## src/rtl/weight_readout.sv

```systemverilog
// Host read port for the on-chip trainer. On a host request it snapshots the
// trained weights and the latest output-neuron result, then streams them as a
// fixed 15-byte frame (header, payload, XOR checksum) over an 8-bit bus.
//
// Handshake (4-phase, host pins are asynchronous and synchronized first):
//   valid_o rises with a stable data_o/last_o; the host raises ack_i once it
//   has taken the byte; valid_o then drops; the host drops ack_i; only then is
//   the next byte presented. Dropping req_i at any point before the frame is
//   finished aborts it; after the last byte frame_done_o holds until req_i
//   drops.
module weight_readout #(
  parameter int          SYNC_STAGES = 2,     // flops per host-pin synchronizer, at least 2
  parameter logic [7:0]  HEADER      = 8'hA5
) (
  input  logic        clk_i,
  input  logic        rst_i,
  input  logic [31:0] hn0_weights_i,
  input  logic [31:0] hn1_weights_i,
  input  logic [15:0] on_weights_i,
  input  logic [18:0] final_i,
  input  logic        busy_i,
  input  logic        req_i,
  input  logic        ack_i,
  output logic [7:0]  data_o,
  output logic        valid_o,
  output logic        last_o,
  output logic        frame_done_o,
  output logic [2:0]  state_o
);

  typedef enum logic [2:0] {
    IDLE    = 3'd0,
    SNAP    = 3'd1,
    PRESENT = 3'd2,
    RELEASE = 3'd3,
    DONE    = 3'd4
  } state_t;

  localparam logic [3:0] LAST_IDX = 4'd14;

  state_t                 state;
  logic [SYNC_STAGES-1:0] req_sync;
  logic [SYNC_STAGES-1:0] ack_sync;
  logic                   req_s;
  logic                   ack_s;
  logic [3:0]             byte_idx;
  logic [3:0]             next_idx;
  logic [7:0]             checksum;
  logic [7:0]             next_byte;
  logic [31:0]            snap_hn0;
  logic [31:0]            snap_hn1;
  logic [15:0]            snap_on;
  logic [18:0]            snap_final;
  logic [23:0]            final_ext;

  assign req_s     = req_sync[SYNC_STAGES-1];
  assign ack_s     = ack_sync[SYNC_STAGES-1];
  assign final_ext = {5'd0, snap_final};
  assign state_o   = state;

  // The index never wraps: once at the checksum byte it stays there.
  assign next_idx = (byte_idx == LAST_IDX) ? LAST_IDX : byte_idx + 4'd1;

  // Bring the asynchronous host pins into the clock domain.
  always_ff @(posedge clk_i or negedge rst_i) begin
    if (!rst_i) begin
      req_sync <= '0;
      ack_sync <= '0;
    end else begin
      req_sync <= {req_sync[SYNC_STAGES-2:0], req_i};
      ack_sync <= {ack_sync[SYNC_STAGES-2:0], ack_i};
    end
  end

  // Select the frame byte that follows the current one, from the snapshot.
  always_comb begin
    next_byte = 8'h00;
    case (next_idx)
      4'd0:    next_byte = HEADER;
      4'd1:    next_byte = snap_hn0[7:0];
      4'd2:    next_byte = snap_hn0[15:8];
      4'd3:    next_byte = snap_hn0[23:16];
      4'd4:    next_byte = snap_hn0[31:24];
      4'd5:    next_byte = snap_hn1[7:0];
      4'd6:    next_byte = snap_hn1[15:8];
      4'd7:    next_byte = snap_hn1[23:16];
      4'd8:    next_byte = snap_hn1[31:24];
      4'd9:    next_byte = snap_on[7:0];
      4'd10:   next_byte = snap_on[15:8];
      4'd11:   next_byte = final_ext[7:0];
      4'd12:   next_byte = final_ext[15:8];
      4'd13:   next_byte = final_ext[23:16];
      4'd14:   next_byte = checksum;
      default: next_byte = 8'h00;
    endcase
  end

  // Frame sequencer: snapshot, then one 4-phase handshake per byte.
  always_ff @(posedge clk_i or negedge rst_i) begin
    if (!rst_i) begin
      state        <= IDLE;
      data_o       <= 8'h00;
      valid_o      <= 1'b0;
      last_o       <= 1'b0;
      frame_done_o <= 1'b0;
      byte_idx     <= 4'd0;
      checksum     <= 8'h00;
      snap_hn0     <= '0;
      snap_hn1     <= '0;
      snap_on      <= '0;
      snap_final   <= '0;
    end else begin
      case (state)
        IDLE: begin
          if (req_s && !busy_i) state <= SNAP;
        end

        SNAP: begin
          if (!req_s) begin
            state    <= IDLE;
            valid_o  <= 1'b0;
            last_o   <= 1'b0;
            byte_idx <= 4'd0;
          end else begin
            snap_hn0   <= hn0_weights_i;
            snap_hn1   <= hn1_weights_i;
            snap_on    <= on_weights_i;
            snap_final <= final_i;
            checksum   <= 8'h00;
            // A host ack still high from a previous exchange must clear first.
            if (!ack_s) begin
              state    <= PRESENT;
              byte_idx <= 4'd0;
              data_o   <= HEADER;
              last_o   <= 1'b0;
              valid_o  <= 1'b1;
            end
          end
        end

        PRESENT: begin
          // An abort takes precedence over an ack seen in the same cycle.
          if (!req_s) begin
            state    <= IDLE;
            valid_o  <= 1'b0;
            last_o   <= 1'b0;
            byte_idx <= 4'd0;
          end else if (ack_s) begin
            checksum <= checksum ^ data_o;
            valid_o  <= 1'b0;
            last_o   <= 1'b0;
            state    <= RELEASE;
          end
        end

        RELEASE: begin
          if (!req_s) begin
            state    <= IDLE;
            valid_o  <= 1'b0;
            last_o   <= 1'b0;
            byte_idx <= 4'd0;
          end else if (!ack_s) begin
            if (byte_idx == LAST_IDX) begin
              frame_done_o <= 1'b1;
              state        <= DONE;
            end else begin
              byte_idx <= next_idx;
              data_o   <= next_byte;
              last_o   <= (next_idx == LAST_IDX);
              valid_o  <= 1'b1;
              state    <= PRESENT;
            end
          end
        end

        DONE: begin
          if (!req_s) begin
            frame_done_o <= 1'b0;
            byte_idx     <= 4'd0;
            state        <= IDLE;
          end
        end

        default: begin
          state    <= IDLE;
          valid_o  <= 1'b0;
          last_o   <= 1'b0;
          byte_idx <= 4'd0;
        end
      endcase
    end
  end

endmodule

```

## config.mk

```make
export PLATFORM = sky130hd
export DESIGN_NAME = weight_readout
export DESIGN_NICKNAME = d
export VERILOG_FILES = /design/src/rtl/weight_readout.sv
export SDC_FILE = /design/constraint.sdc
export NUM_CORES = 1
export LEC_CHECK = 0
export CAP_MARGIN = 20
export CORE_ASPECT_RATIO = 0.8
export CORE_MARGIN = 2
export CORE_UTILIZATION = 30
export CTS_BUF_LIST = sky130_fd_sc_hd__clkbuf_4 sky130_fd_sc_hd__clkbuf_8 sky130_fd_sc_hd__clkbuf_16
export DETAILED_ROUTE_END_ITERATION = 8
export SETUP_SLACK_MARGIN = 0.5
export SLEW_MARGIN = 40
export SYNTH_ARGS = -nofsm -noshare
export SYNTH_HDL_FRONTEND = slang
export SYNTH_SLANG_ARGS = --single-unit
```

## constraint.sdc

```tcl
create_clock -name clk_i -period 2.2 [get_ports clk_i]
set_input_delay 0.44 -clock clk_i [delete_from_list [all_inputs] [get_ports clk_i]]
set_output_delay 0.44 -clock clk_i [all_outputs]
set_load 0.05 [all_outputs]
```

==> results of run 1 <==
[power breakdown]
group          switching [W]  total, W  leakage (nW)  internal, W
sequential           0.00103   0.00450          1.54      0.00347
combinational        0.00175   0.00444          2.66      0.00269
clock                0.00107   0.00294         0.300      0.00187
total                0.00386    0.0119          4.51      0.00802
[stage by stage]
step	instances	TNS [ns]	hold slack, ns	worst slack [ns]
2_1_floorplan	529	0	0.1444	0.02965
3_3_place_gp	928	-0.04273	0.3408	-0.04273
3_5_place_dp	928	-0.03046	0.3364	-0.01373
4_1_cts	1012	0	0.03152	0.01969
5_1_grt	1036	-0.4785	0.04292	-0.1629
6_report	1036	-0.09790	0.008436	-0.04991
[cells by family after synthesis]
kind of cell               count (synthesis)  share of synthesized area, %
adders and majority gates                  5                        0.9727
DFF                                      129                         52.28
buffers and inverters                     42                         3.445
and+or+nand+nor                          126                         9.686
xor gates and xnor gates                   8                         1.135
AOI/OAI and AO/OA                        106                         11.71
muxes                                    113                         20.77
[critical path, cell delays in order, from the launching register on]
cell and delay (ns):
dfrtp_1 0.40, buf_6 0.14, inv_6 0.04, ha_4 0.16, and3_4 0.20, o21a_4 0.24, a222oi_1 0.39, o22ai_2 0.13
a2111oi_2 0.35, o21ai_1 0.09
[final timing paths]
path	slack [ns]	start	depth (start not counted)	to
hold reg to reg	0.35	req_sync[0]	0	req_sync[1]
setup / recovery	-0.05	byte_idx[0]	9	data_o[6]
max in group asynchronous	1.84	rst_i	2	snap_hn1[5]
min in group clk_i	0.35	req_sync[0]	0	req_sync[1]
hold / removal	0.008	rst_i	2	snap_hn0[9]
setup reg to reg	-0.05	byte_idx[0]	9	data_o[6]
[what timing repair did]
item	CTS	global route
pin swaps	13	22
endpoints found under the setup margin	113	128
gates cloned	12	1
gates resized for setup	115	96
hold endpoints to repair	0	0
setup buffers	40	23
[flip-flops by register name, indices dropped and copies added (netlist names)]
name and cells:
snap_final 19, frame_done_o 1, ack_sync 2, snap_hn1 32
data_o 8, snap_hn0 32, last_o 1, valid_o 1
snap_on 16, checksum 8, byte_idx 4, state_o 3
req_sync 2
[area by class of cell]
type | count | area [um2] | area share [%]
Sequential cell | 129 | 3234 | 31.05
Multi-Input combinational cell | 358 | 3492 | 33.52
Timing Repair Buffer | 244 | 2713 | 26.04
Clock inverter | 10 | 133.9 | 1.285
Tap cell | 264 | 330.3 | 3.171
Inverter | 9 | 38.79 | 0.3723
Clock buffer | 22 | 475.5 | 4.564
[routing by layer]
| metal | routed length (um) | GRT usage [%] | part of all wire (%) | up-vias |
|---|---|---|---|---|
| met1 | 10160 | 29.11 | 47 | 2675 |
| li1 | - | - | - | 2424 |
| met4 | 444 | 5.797 | 2.0 | 0 |
| met2 | 9668 | 29.89 | 44 | 199 |
| met3 | 1551 | 5.222 | 7.1 | 33 |
| met5 | 0 | 0 | 0 | - |
[cells in the final DEF (no fill, tap or decap), types with 11 or more instances in the layout]
cell               n
dfrtp_1          124
clkdlybuf4s50_1  102
mux2_4            98
buf_4             62
nand2_1           37
buf_6             35
nand3_1           22
clkbuf_16         18
nor2_1            16
buf_16            14
buf_12            12
o21ai_1           11
==> flow_metrics.tcl, run 1 <==
set metrics [dict create \
    rsz0062_at_grt "true" \
    end_kind "register" \
    cp_max_fo 8 \
    grt_pass1_wl_um 32480 \
    clockBufferDepth 2 \
    clk_latency_ns 0.43 \
    synthTopCellsByArea "dfrtp_1, mux2_2, nand2_1" \
    syn_avg_cell_area_um2 11.67 \
    grt_max_degree 72 \
    status "finished with violations" \
    die_h_um 132.3 \
    wl_um 21830 \
    yosys_warnings 0 \
    ys_seq_elements 129 \
    timing.slew.headroom_pct 71.84 \
    fin_crit_ns 2.250 \
    synth_top_area_share_pct 52.28 \
    slew_violations 0 \
    postLayoutCellArea_mm2 0.01042 \
    drt_iter0_markers 355 \
    synth_top_area_cell "dfrtp_1" \
    drtPass1Iterations 9 \
    leakage_nw 4.508 \
    finalHoldViolations 0 \
    synthCells 529 \
    yosysMostFrequentCell "dfrtp_1" \
    areaGrowthSynthToFinish_pct 68.71 \
    drc_errors 0 \
    coreArea_mm2 0.02003 \
    yosys-top-cells-count "dfrtp_1, mux2_2, nand2_1" \
    finalPower_w 0.01188 \
    setup_ws_ns -0.04991 \
    finalCritPeriodShare_pct 102.3 \
    setup_viol 3 \
    crit_type "reg2reg" \
    ioPinCount 118 \
    viasPerCell 5.146 \
    die_w_um 164.4 \
    port_buffers 117 \
    fp-row-count 46 \
    htree_levels 4 \
    grt_antenna_before_repair 0 \
    power_density_mw_per_mm2 1140 \
    track_usage_pct 20.20 \
    fmaxAchievable_ghz 0.4445 \
    cp-start-kind "register" \
    grt_pass1_vias 5570 \
    synthArstFlopShare_pct 100.0 \
    nets 867 \
    ir_drop_mv 0.6163 \
    nFillCells 1700 \
    cts_tree "built" \
    grt-ovfl-total 0 \
    violations "setup timing" \
    synth_ff_type "dfrtp_1" \
    cts_hold_buffers 0 \
    cp_data_arrival_time_ns 2.56 \
    drv_cap 0 \
    synth_edf_count 0 \
    numCtsBuffers 17 \
    hpwlAfterDp_um 14520 \
    num_vias 5331 \
    place_congestion 0.8778 \
    critPathRequiredTime_ns 2.51 \
    antenna_left 0 \
    syn_nets 637 \
    cts_root_buffer "clkbuf_16" \
    initial_utilization_pct 30.83 \
    clock_sinks 129 \
    antenna_cells 0 \
    skew_ns 0.003526 \
    final_layout_size_suffix_gt1_share_pct 45.73 \
    placed_area_mm2 0.008398 \
    worstHoldPathType "in2async" \
    synth.distinct_cells 57 \
    wl_per_cell_um 21.07 \
    synth.cell_area_mm2 0.006175 \
    utilization_pct 52.01 \
    worst_pin_slew_ns 0.4180 \
    clkTransAtPathRegs_ns 0.06 \
    die-area_mm2 0.02175 \
    yosysSeqAreaShare_pct 52.28 \
]
No activity file was read; power rests on OpenSTA's default activity.
==> run 2: changes to the inputs <==
- CTS_CLUSTER_SIZE: not set -> 28
- clock period: 2.2 -> 2.8 ns (I/O delays scaled with it)
==> run 2 against run 1 <==
Against the previous run:
- the run now ends clean
- largest power group unchanged
- final cell count is 9.7% lower
- critical path type is now reg2out
- via count is 9.0% lower
- sequential share of layout area is 6.9 points higher
- design area is 18% lower
- global-route usage is 3.1 points lower
==> flow_metrics.tcl, run 2 (synthesis gave the netlist of run 1 again) <==
set metrics [dict create \
    initial_utilization_pct 30.83 \
    postLayoutCellArea_mm2 0.008518 \
    port_buffers 117 \
    clkTransAtPathRegs_ns 0.06 \
    critPathSlowestCell "clkdlybuf4s50_1" \
    htree_levels 4 \
    die_w_um 164.4 \
    max_stage_delay_ns 0.84 \
    rsz0062_at_grt "true" \
    finalCritPeriodShare_pct 80.94 \
    grt_pass1_vias 4903 \
    grt_pass1_wl_um 27900 \
    fin_cells 936 \
    r2r_end "data_o[1]" \
    setup_viol 0 \
    critPathRequiredTime_ns 2.24 \
    clockBufferDepth 2 \
    fin_tns_setup_ns 0 \
    clock_sinks 129 \
    place_congestion 0.8890 \
    leakage_nw 3.487 \
    fmaxAchievable_ghz 0.4412 \
    final_cell_mix "dfrtp_1, clkdlybuf4s50_1, mux2_2" \
    timing.hold.ws_ns 0.1515 \
    wl_um 18260 \
    cts_root_buffer "clkbuf_16" \
    dp_cells 894 \
    reg_top3 "snap_hn0: 32 flops, snap_hn1: 32 flops, snap_final: 19 flops" \
    drv_cap 0 \
    die-area_mm2 0.02175 \
    cts_hold_buffers 0 \
    cp_data_arrival_time_ns 1.71 \
    power_density_mw_per_mm2 938.8 \
    grt-ovfl-total 0 \
    grt_max_degree 46 \
    die_h_um 132.3 \
    placed_area_mm2 0.007680 \
    path_buf_inv 1 \
    fp-row-count 46 \
    final_common_cell "dfrtp_1" \
    slew_violations 0 \
    r2r_start "byte_idx[1]" \
    wl_per_cell_um 19.51 \
    cp-start-kind "register" \
    hpwlAfterDp_um 13350 \
    cts_tree "built" \
    r2r_slack_ns 0.58 \
    cp_max_fo 3 \
    ir_drop_mv 0.6167 \
    place_ws_ns 0.1082 \
    worst_pin_slew_ns 0.6914 \
    r2r_cells 9 \
    setup_ws_ns 0.5337 \
    num_vias 4851 \
    nFillCells 1880 \
    grt_antenna_before_repair 0 \
    track_usage_pct 17.08 \
    skew_ns 0.01257 \
    end_kind "output port" \
    areaGrowthSynthToFinish_pct 37.95 \
    antenna_cells 0 \
    crit_type "reg2out" \
    final_layout_size_suffix_gt1_share_pct 28.72 \
    drtPass1Iterations 6 \
    worstPathCellList "clkdlybuf4s50_1" \
    finalHoldViolations 0 \
    timing.slew.headroom_pct 53.73 \
    coreArea_mm2 0.02003 \
    numCtsBuffers 17 \
    clk_latency_ns 0.42 \
    drc_errors 0 \
    nets 769 \
    viasPerCell 5.183 \
    fin_crit_ns 2.266 \
    critical-path-top-delay-family "buffers and inverters" \
    antenna_left 0 \
    drt_iter0_markers 418 \
    worstHoldPathType "in2async" \
    ioPinCount 118 \
    status "finished clean" \
]
## run 2: cell types whose count changed in the layout (fill, tap and decap cells not counted), moves of 9 or more
cell	previous run	this run
buf_16	14	0
o21ai_0	7	19
mux2_2	4	100
nor2_1	16	25
buf_4	62	24
clkdlybuf4s50_1	102	112
buf_6	35	1
mux2_4	98	2
## run 2: how the worst max path moves through the flow
stage	start	cells past startpoint	slack (ns)	to
6_report	data_o[6]	1	0.53	data_o[6]
3_5_place_dp	byte_idx[0]	8	0.11	data_o[6]
5_1_grt	byte_idx[0]	9	0.44	data_o[6]
3_3_place_gp	byte_idx[0]	8	0.24	data_o[6]
4_1_cts	byte_idx[2]	8	0.39	data_o[6]
2_1_floorplan	byte_idx[0]	9	0.53	data_o[6]
## run 2: metrics by stage
step / total power, W / utilization [%]
6_report: 0.007997 / 42.53
5_1_grt: 0.008394 / 42.53
4_1_cts: 0.007968 / 41.79
3_5_place_dp: 0.005644 / 38.34
3_3_place_gp: 0.005583 / 38.34
2_1_floorplan: 0.004681 / -
## run 2: where the power goes
part / switching, W / total [W] / internal (W)
clock network: 0.000811 / 0.00228 / 0.00147
registers: 0.000734 / 0.00346 / 0.00272
logic: 0.00104 / 0.00226 / 0.00122
## run 2: layout make-up
type | count | area [um2] | share of cell area, %
timing repair buffer | 146 | 1455 | 17.08
clock buffer | 21 | 474.2 | 5.567
inverter | 9 | 36.28 | 0.4260
tap | 264 | 330.3 | 3.878
sequential | 129 | 3233 | 37.96
multi-input combinational | 358 | 2856 | 33.53
clock inverter | 9 | 132.6 | 1.557
## run 2: timing repair
item,4_1_cts,5_1_grt
pin swaps,0,6
setup buffers,6,6
resized for setup,15,20
endpoints found under the setup margin,11,98
endpoints found under the hold margin,0,0
## run 2: per-layer routing
layer	vias to the layer above	routed length, um	GRT usage, %
li1	2206	-	-
met1	2428	8748	24.69
met2	190	7871	24.31
met3	27	1399	5.536
met4	0	242	4.976
met5	-	0	0
